--- src/rtl/pc_tx_word_serialiser.sv ---
// Frames 32-bit router words into SOF + 4 data bytes (+ optional XOR checksum) for the PC UART TX.
// Optional checksum byte: define PC_TX_CHECKSUM_EN.
module pc_tx_word_serialiser #(
   parameter logic [7:0] SOF_BYTE  = 8'hA5,
   parameter bit         MSB_FIRST = 1'b1
) (
   input  logic        i_clock,
   input  logic        i_reset_n,
   input  logic [31:0] i_word,
   input  logic        i_word_next_cmd,
   output logic        o_busy,
   output logic [7:0]  o_tx_byte,
   output logic        o_tx_valid,
   input  logic        i_tx_ready,
   output logic        o_frame_done,
   output logic [7:0]  o_drop_count
);

`ifdef PC_TX_CHECKSUM_EN
   typedef enum logic [1:0] {
      ST_IDLE = 2'd0,
      ST_SOF  = 2'd1,
      ST_DATA = 2'd2,
      ST_CSUM = 2'd3
   } state_t;
`else
   typedef enum logic [1:0] {
      ST_IDLE = 2'd0,
      ST_SOF  = 2'd1,
      ST_DATA = 2'd2
   } state_t;
`endif

   state_t      state_r;
   logic [31:0] hold_r;
   logic [1:0]  idx_r;
   logic [7:0]  tx_byte_r;
   logic        busy_r;
   logic        frame_done_r;
   logic [7:0]  drop_count_r;
`ifdef PC_TX_CHECKSUM_EN
   logic [7:0]  acc_r;
`endif

   // Byte of the holding register for a given wire-order index.
   function automatic logic [7:0] sel_byte(input logic [31:0] word, input logic [1:0] idx);
      logic [1:0] pos_s;
      logic [7:0] byte_s;
      pos_s = MSB_FIRST ? (2'd3 - idx) : idx;
      case (pos_s)
         2'd0:    byte_s = word[7:0];
         2'd1:    byte_s = word[15:8];
         2'd2:    byte_s = word[23:16];
         2'd3:    byte_s = word[31:24];
         default: byte_s = 8'h00;
      endcase
      return byte_s;
   endfunction

   // Frame sequencer; tx_byte_r always holds the byte of the current state so it is stable until taken.
   always_ff @(posedge i_clock or negedge i_reset_n) begin
      if (!i_reset_n) begin
         state_r      <= ST_IDLE;
         hold_r       <= 32'h0000_0000;
         idx_r        <= 2'd0;
         tx_byte_r    <= 8'h00;
         busy_r       <= 1'b0;
         frame_done_r <= 1'b0;
`ifdef PC_TX_CHECKSUM_EN
         acc_r        <= 8'h00;
`endif
      end else begin
         frame_done_r <= 1'b0;
         case (state_r)
            ST_IDLE: begin
               if (i_word_next_cmd) begin
                  hold_r    <= i_word;
                  idx_r     <= 2'd0;
`ifdef PC_TX_CHECKSUM_EN
                  acc_r     <= 8'h00;
`endif
                  tx_byte_r <= SOF_BYTE;
                  busy_r    <= 1'b1;
                  state_r   <= ST_SOF;
               end
            end
            ST_SOF: begin
               if (i_tx_ready) begin
                  idx_r     <= 2'd0;
                  tx_byte_r <= sel_byte(hold_r, 2'd0);
                  state_r   <= ST_DATA;
               end
            end
            ST_DATA: begin
               if (i_tx_ready) begin
                  idx_r <= idx_r + 2'd1;
`ifdef PC_TX_CHECKSUM_EN
                  acc_r <= acc_r ^ tx_byte_r;
`endif
                  if (idx_r == 2'd3) begin
`ifdef PC_TX_CHECKSUM_EN
                     tx_byte_r <= acc_r ^ tx_byte_r;
                     state_r   <= ST_CSUM;
`else
                     tx_byte_r    <= 8'h00;
                     busy_r       <= 1'b0;
                     frame_done_r <= 1'b1;
                     state_r      <= ST_IDLE;
`endif
                  end else begin
                     tx_byte_r <= sel_byte(hold_r, idx_r + 2'd1);
                  end
               end
            end
`ifdef PC_TX_CHECKSUM_EN
            ST_CSUM: begin
               if (i_tx_ready) begin
                  tx_byte_r    <= 8'h00;
                  busy_r       <= 1'b0;
                  frame_done_r <= 1'b1;
                  state_r      <= ST_IDLE;
               end
            end
`endif
            default: begin
               tx_byte_r <= 8'h00;
               busy_r    <= 1'b0;
               state_r   <= ST_IDLE;
            end
         endcase
      end
   end

   // Saturating count of commands that arrive while a frame is in flight.
   always_ff @(posedge i_clock or negedge i_reset_n) begin
      if (!i_reset_n) begin
         drop_count_r <= 8'h00;
      end else if (i_word_next_cmd && (state_r != ST_IDLE) && (drop_count_r != 8'hFF)) begin
         drop_count_r <= drop_count_r + 8'd1;
      end
   end

   assign o_busy       = busy_r;
   assign o_tx_valid   = busy_r;
   assign o_tx_byte    = tx_byte_r;
   assign o_frame_done = frame_done_r;
   assign o_drop_count = drop_count_r;

endmodule

--- config.mk ---
export PLATFORM = sky130hd
export DESIGN_NAME = pc_tx_word_serialiser
export DESIGN_NICKNAME = d
export VERILOG_FILES = /design/src/rtl/pc_tx_word_serialiser.sv
export SDC_FILE = /design/constraint.sdc
export NUM_CORES = 1
export LEC_CHECK = 0
export BUFFER_PORTS_ARGS = -buffer_cell sky130_fd_sc_hd__buf_2
export CAP_MARGIN = 20
export CORE_MARGIN = 3
export CORE_UTILIZATION = 40
export CTS_BUF_LIST = sky130_fd_sc_hd__clkbuf_2 sky130_fd_sc_hd__clkbuf_4 sky130_fd_sc_hd__clkbuf_8
export CTS_CLUSTER_SIZE = 20
export DETAILED_ROUTE_END_ITERATION = 10
export REMOVE_ABC_BUFFERS = 1
export SETUP_SLACK_MARGIN = 0.05
export SYNTH_ARGS = -nofsm -noshare
export SYNTH_HDL_FRONTEND = slang
export SYNTH_SLANG_ARGS = --single-unit
--- constraint.sdc ---
create_clock -name i_clock -period 4.23 [get_ports i_clock]
set_input_delay 0.6345 -clock i_clock [delete_from_list [all_inputs] [get_ports i_clock]]
set_output_delay 0.6345 -clock i_clock [all_outputs]
set_load 0.03 [all_outputs]
==> implementation parameters, run 1 <==
Parameter                              Value

Clocking
  Buffer depth of the longest clock path    2
  Post-cts hold buffer count    0
  CTS Root Cell    clkbuf_8
  Sinks on the clock net    54
  Clock transition at the registers of the reported paths    110 ps
  Inserted Clock Buffers    5
  Number of buffers inserted to repair setup after CTS    0
  Insertion delay to the later sink of the worst-skew pair    320 ps
  Clock tree from TritonCTS    built
  H-Tree Level Count    2
  Post-cts resize count    0

Floorplanning
  Number of rows in the core area    29
  Die height    87.6 um
  Overall die area    7670 um^2
  Die X-Extent    87.6 um
  Initial standard-cell utilization of the core    41.7%
  Core area    6390 um^2
  I/O Pins    55

Setup path
  Data arrival, critical path    2060 ps
  CP Launch Type    flop
  Worst reg2reg setup slack    2360 ps
  Worst Setup Path Type    flop to flop
  Maximum net fanout on the critical path    8
  Required time reported for the critical path endpoint    4430 ps
  Worst Setup SP    idx_r[0]$_DFFE_PN0P_
  Register-to-Register Path Depth    5
  Start of the worst register-to-register path    idx_r[0]$_DFFE_PN0P_
  Endpoint type of the worst setup path    flop
  Capturing point of the worst reg2reg path    o_tx_byte[2]$_DFFE_PN0P_

Timing
  Transition at the pin with the smallest max-transition slack    733 ps
  Setup violation total in the final timing report    0
  Final-report hold violation count    0
  Setup repair after global routing missed its margin    false
  Share of the clock period used by the worst path    44.1%
  Number of max-slew violations in the final report    0
  TNS Setup    0 ps
  Fmax    536 MHz
  Post-route minimum period    1870 ps
  Final worst hold slack    257 ps
  PnR worst setup slack    2360 ps
  Setup clock skew after layout    16.4 ps
  Remaining max-slew budget at the tightest pin    51.2%

Placed design
  DPL Wire Length    3780 um
  Post-placement setup slack    2310 ps
  Final RePlAce weighted congestion    0.770
  Port Buffer Count    54

Cells and area
  Final Core Density    47.7%
  Net count, final    307
  Number of antenna diodes    0
  Synth-to-layout area growth    14.4%
  Commonest cells after routing, fill and taps aside    dfrtp_1 (54), buf_2 (54), mux2_2 (36)
  Ratio of cells with drive above 1 in the final layout    38.7%

Yosys
  Share of synthesized cell area in and, or, nand and nor gates    11.7%
  Synthesized-area fraction occupied by ao, oa, aoi and oai cells    11.5%
  Sequential share of the synthesized area    50.8%
  Total of warnings raised by yosys    0
  Proportion of synthesized area in mux cells    16.9%
  Avg Inst Size Synth    12.4 um^2
  Distinct cell type count after synthesis    37
  Flip-flop and latch count after synthesis    54
  Xor-xnor portion of the synthesized cell area    1.32%
  Arithmetic-cell share of the synthesized area counting full adders, half adders and majority gates    3.20%
  Gate Count Post-Synth    215
  Largest family of logic cells by synthesized area    multiplexers
  Area of the mapped netlist    2660 um^2

GRT
  GRT Residual Overflow    0
  Via count of the first global-routing pass    1,874
  Antenna violations before repair    0
  Maximum number of pins on one net before global-route repair    35
  GRT Util Overall    15.3%
  Global-route wire length before repair    9120 um

Job
  Number of maximum-capacitance violations    0

Power
  Static Leakage    1.36 nW
  Maximum resistive drop on vdd    0.356 mV
  Power Dens Cells    705 nW/um^2

Detailed routing
  Routed via count    1,865
  Violation count after the first detailed-route iteration    98
  DR DRC count    0
  Overall routed net length    5410 um
  Antenna-violating nets left    0
  Routed vias/inst    5.44
  Post-DR wirelength/cell    15.8 um
  First-pass iteration count of the detailed router    5

Outcome
  Run status    finished, final reports clean

Min path
  Type of the most critical hold path    primary input to asynchronous set/reset pin
==> area by class of cell <==
type	instances	area, um^2
clock inverters	1	8.76
multi-input cells	143	1190
flip-flops and latches	54	1350
repair buffers	56	285
inverters	5	18.8
fillers	620	3340
well taps	77	96.3
clock buffers	7	96.3
==> sequential cells by signal (all words and copies together) (netlist names) <==
signal        count
hold_r           32
o_busy            1
o_frame_done      1
state_r           2
o_drop_count      8
o_tx_byte         8
idx_r             2
==> how the worst max path moves through the flow <==
stage / end
floorplan: hold_r[0]$_DFFE_PN0P_
global placement: hold_r[14]$_DFFE_PN0P_
detailed placement: hold_r[26]$_DFFE_PN0P_
CTS: o_tx_byte[2]$_DFFE_PN0P_
global route: o_tx_byte[5]$_DFFE_PN0P_
finish: o_tx_byte[2]$_DFFE_PN0P_
==> cell usage after synthesis <==
library cell	instances	share of area, %
dfrtp_1	54	51
mux2_2	36	15
nor2b_1	14	3.3
nand2_1	9	1.3
a222oi_1	8	3.0
nand3_1	8	1.5
a21oi_1	7	1.3
buf_6	6	2.5
ha_1	6	2.8
o211ai_1	6	1.7
a211oi_1	5	1.4
buf_2	5	0.94
inv_1	5	0.70
or3_1	5	1.2
a211o_1	4	1.3
a22oi_1	4	1.1
and3_1	3	0.70
mux2_1	3	1.3
nand2b_1	3	0.70
nor3_1	3	0.56
a21o_1	2	0.56
o21ai_0	2	0.38
xnor2_1	2	0.66
xor2_1	2	0.66
a32o_1	1	0.38
and4_1	1	0.33
buf_4	1	0.28
clkbuf_1	1	0.14
maj3_1	1	0.38
mux2i_1	1	0.38
nand4_1	1	0.24
nand4bb_1	1	0.42
nor2_1	1	0.14
nor3b_2	1	0.47
nor3b_4	1	0.70
nor4_1	1	0.24
o21ai_2	1	0.33
==> worst max-delay path: stages (launching register included) <==
cell and delay [ps]:
dfrtp_1 430, inv_1 100, ha_1 350, a222oi_1 390, a211oi_1 120, or3_1 380
==> cell families after synthesis <==
| family | after synthesis |
|---|---|
| AOI/OAI and AO/OA | 40 |
| adders and majority gates | 7 |
| xor gates and xnor gates | 4 |
| buffers and inverters | 18 |
| DFF | 54 |
| muxes | 40 |
| and+or+nand+nor | 52 |
==> per-layer routing <==
metal / wire length [um] / vias to the layer above / track usage (%)
met5: 0 / - / 0
met4: 55 / 0 / 4.18
met3: 306 / 6 / 3.39
met2: 2650 / 52 / 25.6
met1: 2400 / 903 / 20.2
li1: - / 904 / -
==> through the flow <==
step           total power, mW  std cells  instance area, um^2
2_1_floorplan             1.58        202                 2560
3_3_place_gp              1.84        335                 2940
3_5_place_dp              1.86        335                 2940
4_1_cts                   2.18        343                 3050
5_1_grt                   2.32        343                 3050
6_report                  2.15        343                 3050
==> power breakdown <==
group | switching (mW) | leakage (nW) | internal [mW]
combinational | 0.434 | 0.656 | 0.407
clock | 0.174 | 0.0544 | 0.150
sequential | 0.227 | 0.647 | 0.755
total | 0.835 | 1.36 | 1.31
Note: power is estimated with default switching activity, not from simulation.
==> inputs of run 2 (changes only) <==
clock period = 1.85 ns   (was 4.23 ns; I/O delays follow)
==> run 2 against run 1 <==
Net effect: non-clock buffer count increased by 4; clock skew decreased by 7.7 ps; fmax increased by 10%; register-to-register slack got worse by 2200 ps; worst hold slack got worse by 65 ps; sequential cell count unchanged; count of clock-buffer cells in the layout decreased by 2; critical path type unchanged; highest routed layer unchanged.
==> implementation parameters, run 2 (synthesis gave the netlist of run 1 again) <==
Parameter                              Value

Floorplanning
  Initial standard-cell utilization of the core    41.7%
  Die X-Extent    87.6 um
  Core area    6390 um^2
  Number of rows in the core area    29
  Die height    87.6 um
  Overall die area    7670 um^2
  I/O Pins    55

Cells and area
  Area taken by flip-flops and latches    1350 um^2
  Area of combinational cells with multiple inputs    1210 um^2
  Largest reg by FF count    hold_r
  Net count, final    311
  Ratio of cells with drive above 1 in the final layout    40.9%
  Filler instances    600
  Number of antenna diodes    0
  Commonest cells after routing, fill and taps aside    buf_2 (54), dfrtp_1 (53), mux2_2 (36)
  Synth-to-layout area growth    16.4%
  Most common library cell in the layout ignoring fill and taps    buf_2
  Number of flip-flops under the largest register name    32

Detailed routing
  Routed via count    1,866
  Overall routed net length    5490 um
  Violation count after the first detailed-route iteration    115
  DR DRC count    0
  Antenna-violating nets left    0
  Routed vias/inst    5.39
  First-pass iteration count of the detailed router    5
  Post-DR wirelength/cell    15.9 um

Timing
  Transition at the pin with the smallest max-transition slack    471 ps
  Setup repair after global routing missed its margin    false
  TNS Setup    0 ps
  Fmax    590 MHz
  Post-route minimum period    1700 ps
  Setup clock skew after layout    8.71 ps
  Setup violation total in the final timing report    0
  Remaining max-slew budget at the tightest pin    68.6%
  Number of max-slew violations in the final report    0
  Final-report hold violation count    0
  Share of the clock period used by the worst path    91.6%

Clocking
  H-Tree Level Count    2
  Insertion delay to the later sink of the worst-skew pair    300 ps
  Clock transition at the registers of the reported paths    100 ps
  Sinks on the clock net    54
  Inserted Clock Buffers    5
  CTS Root Cell    clkbuf_8
  Clock tree from TritonCTS    built
  Buffer depth of the longest clock path    2
  Number of buffers inserted to repair setup after CTS    0

Power
  Power Dens Cells    1590 nW/um^2
  Static Leakage    1.36 nW
  Total power draw    4.93 mW
  Maximum resistive drop on vdd    0.707 mV

Setup path
  Start of the worst register-to-register path    idx_r[1]$_DFFE_PN0P_
  Worst stage delay on the critical path    440 ps
  Maximum net fanout on the critical path    8
  Critical path cell sequence    inv_1, ha_4, a222oi_1, a211oi_1, or3_1
  CP Launch Type    flop
  Endpoint type of the worst setup path    flop
  CP top delay family    flip-flops
  Worst Setup SP    idx_r[1]$_DFFE_PN0P_
  Worst Setup Path Type    flop to flop
  Required time reported for the critical path endpoint    2030 ps
  Cell with the largest stage delay on the worst path    dfrtp_1
  Data arrival, critical path    1880 ps
  Worst Path Buf+Inv    1

GRT
  GRT Residual Overflow    0
  Antenna violations before repair    0
  Via count of the first global-routing pass    1,857
  GRT Util Overall    14.9%
  Global-route wire length before repair    9070 um
  Maximum number of pins on one net before global-route repair    55

Placed design
  Final RePlAce weighted congestion    0.801
  Port Buffer Count    54
  DPL Wire Length    3810 um

Job
  Number of maximum-capacitance violations    0

Min path
  Type of the most critical hold path    primary input to flop
  Launch point of the worst hold path    i_word[7]

Outcome
  Run status    finished, final reports clean
## run 2: cell type report
type / instances / area share (%)
flip-flops and latches: 54 / 43.6
multi-input cells: 143 / 38.9
repair buffers: 60 / 11.1
well taps: 77 / 3.11
clock buffers: 5 / 2.22
inverters: 5 / 0.605
clock inverters: 2 / 0.484
## run 2: metal layers
metal / vias to the layer above / routed length, um / GRT usage (%)
met1: 899 / 2530 / 21.4
met2: 62 / 2600 / 23.6
met4: 0 / 22 / 2.79
met3: 2 / 337 / 3.20
met5: - / 0 / 0
li1: 903 / - / -
## run 2: what timing repair did
action / 4_1_cts / 5_1_grt
resized for setup: 1 / 5
endpoints found under the setup margin: 4 / 4
endpoints found under the hold margin: 54 / 0
hold buffers: 1 / 0
cloned: 0 / 0
## run 2: worst paths after layout
check / endpoint / slack, ps / cells past startpoint
worst max-delay path: o_tx_byte[0]$_DFFE_PN0P_ / 150 / 5
max in group asynchronous: idx_r[0]$_DFFE_PN0P_ / 1080 / 3
worst min register to register: hold_r[19]$_DFFE_PN0P_ / 500 / 1
worst min-delay path: hold_r[7]$_DFFE_PN0P_ / 190 / 2
worst max register to register: o_tx_byte[0]$_DFFE_PN0P_ / 150 / 5
min in group asynchronous: hold_r[30]$_DFFE_PN0P_ / 500 / 3
## run 2: power by group
group          switching [mW]  internal, mW
clock                   0.378         0.259
combinational            1.06          1.01
sequential              0.494          1.73
## run 2: worst reg2reg max path: stages, from the launching register on
cell	delay, ps
dfrtp_1	440
inv_1	120
ha_4	210
a222oi_1	330
a211oi_1	110
or3_1	370
## run 2: through the flow
step / hold WS (ps) / worst slack, ps / instances / instance area [um^2] / util (%)
after detailed placement: 299 / 48.3 / 338 / 2990 / 46.8
after CTS: 188 / 94.6 / 346 / 3080 / 48.3
final: 193 / 155 / 346 / 3100 / 48.6
after global placement: 303 / 120 / 338 / 2990 / 46.8
after global routing: 177 / 48.6 / 346 / 3100 / 48.6
after floorplan: -18.1 / -213 / 202 / 2560 / -
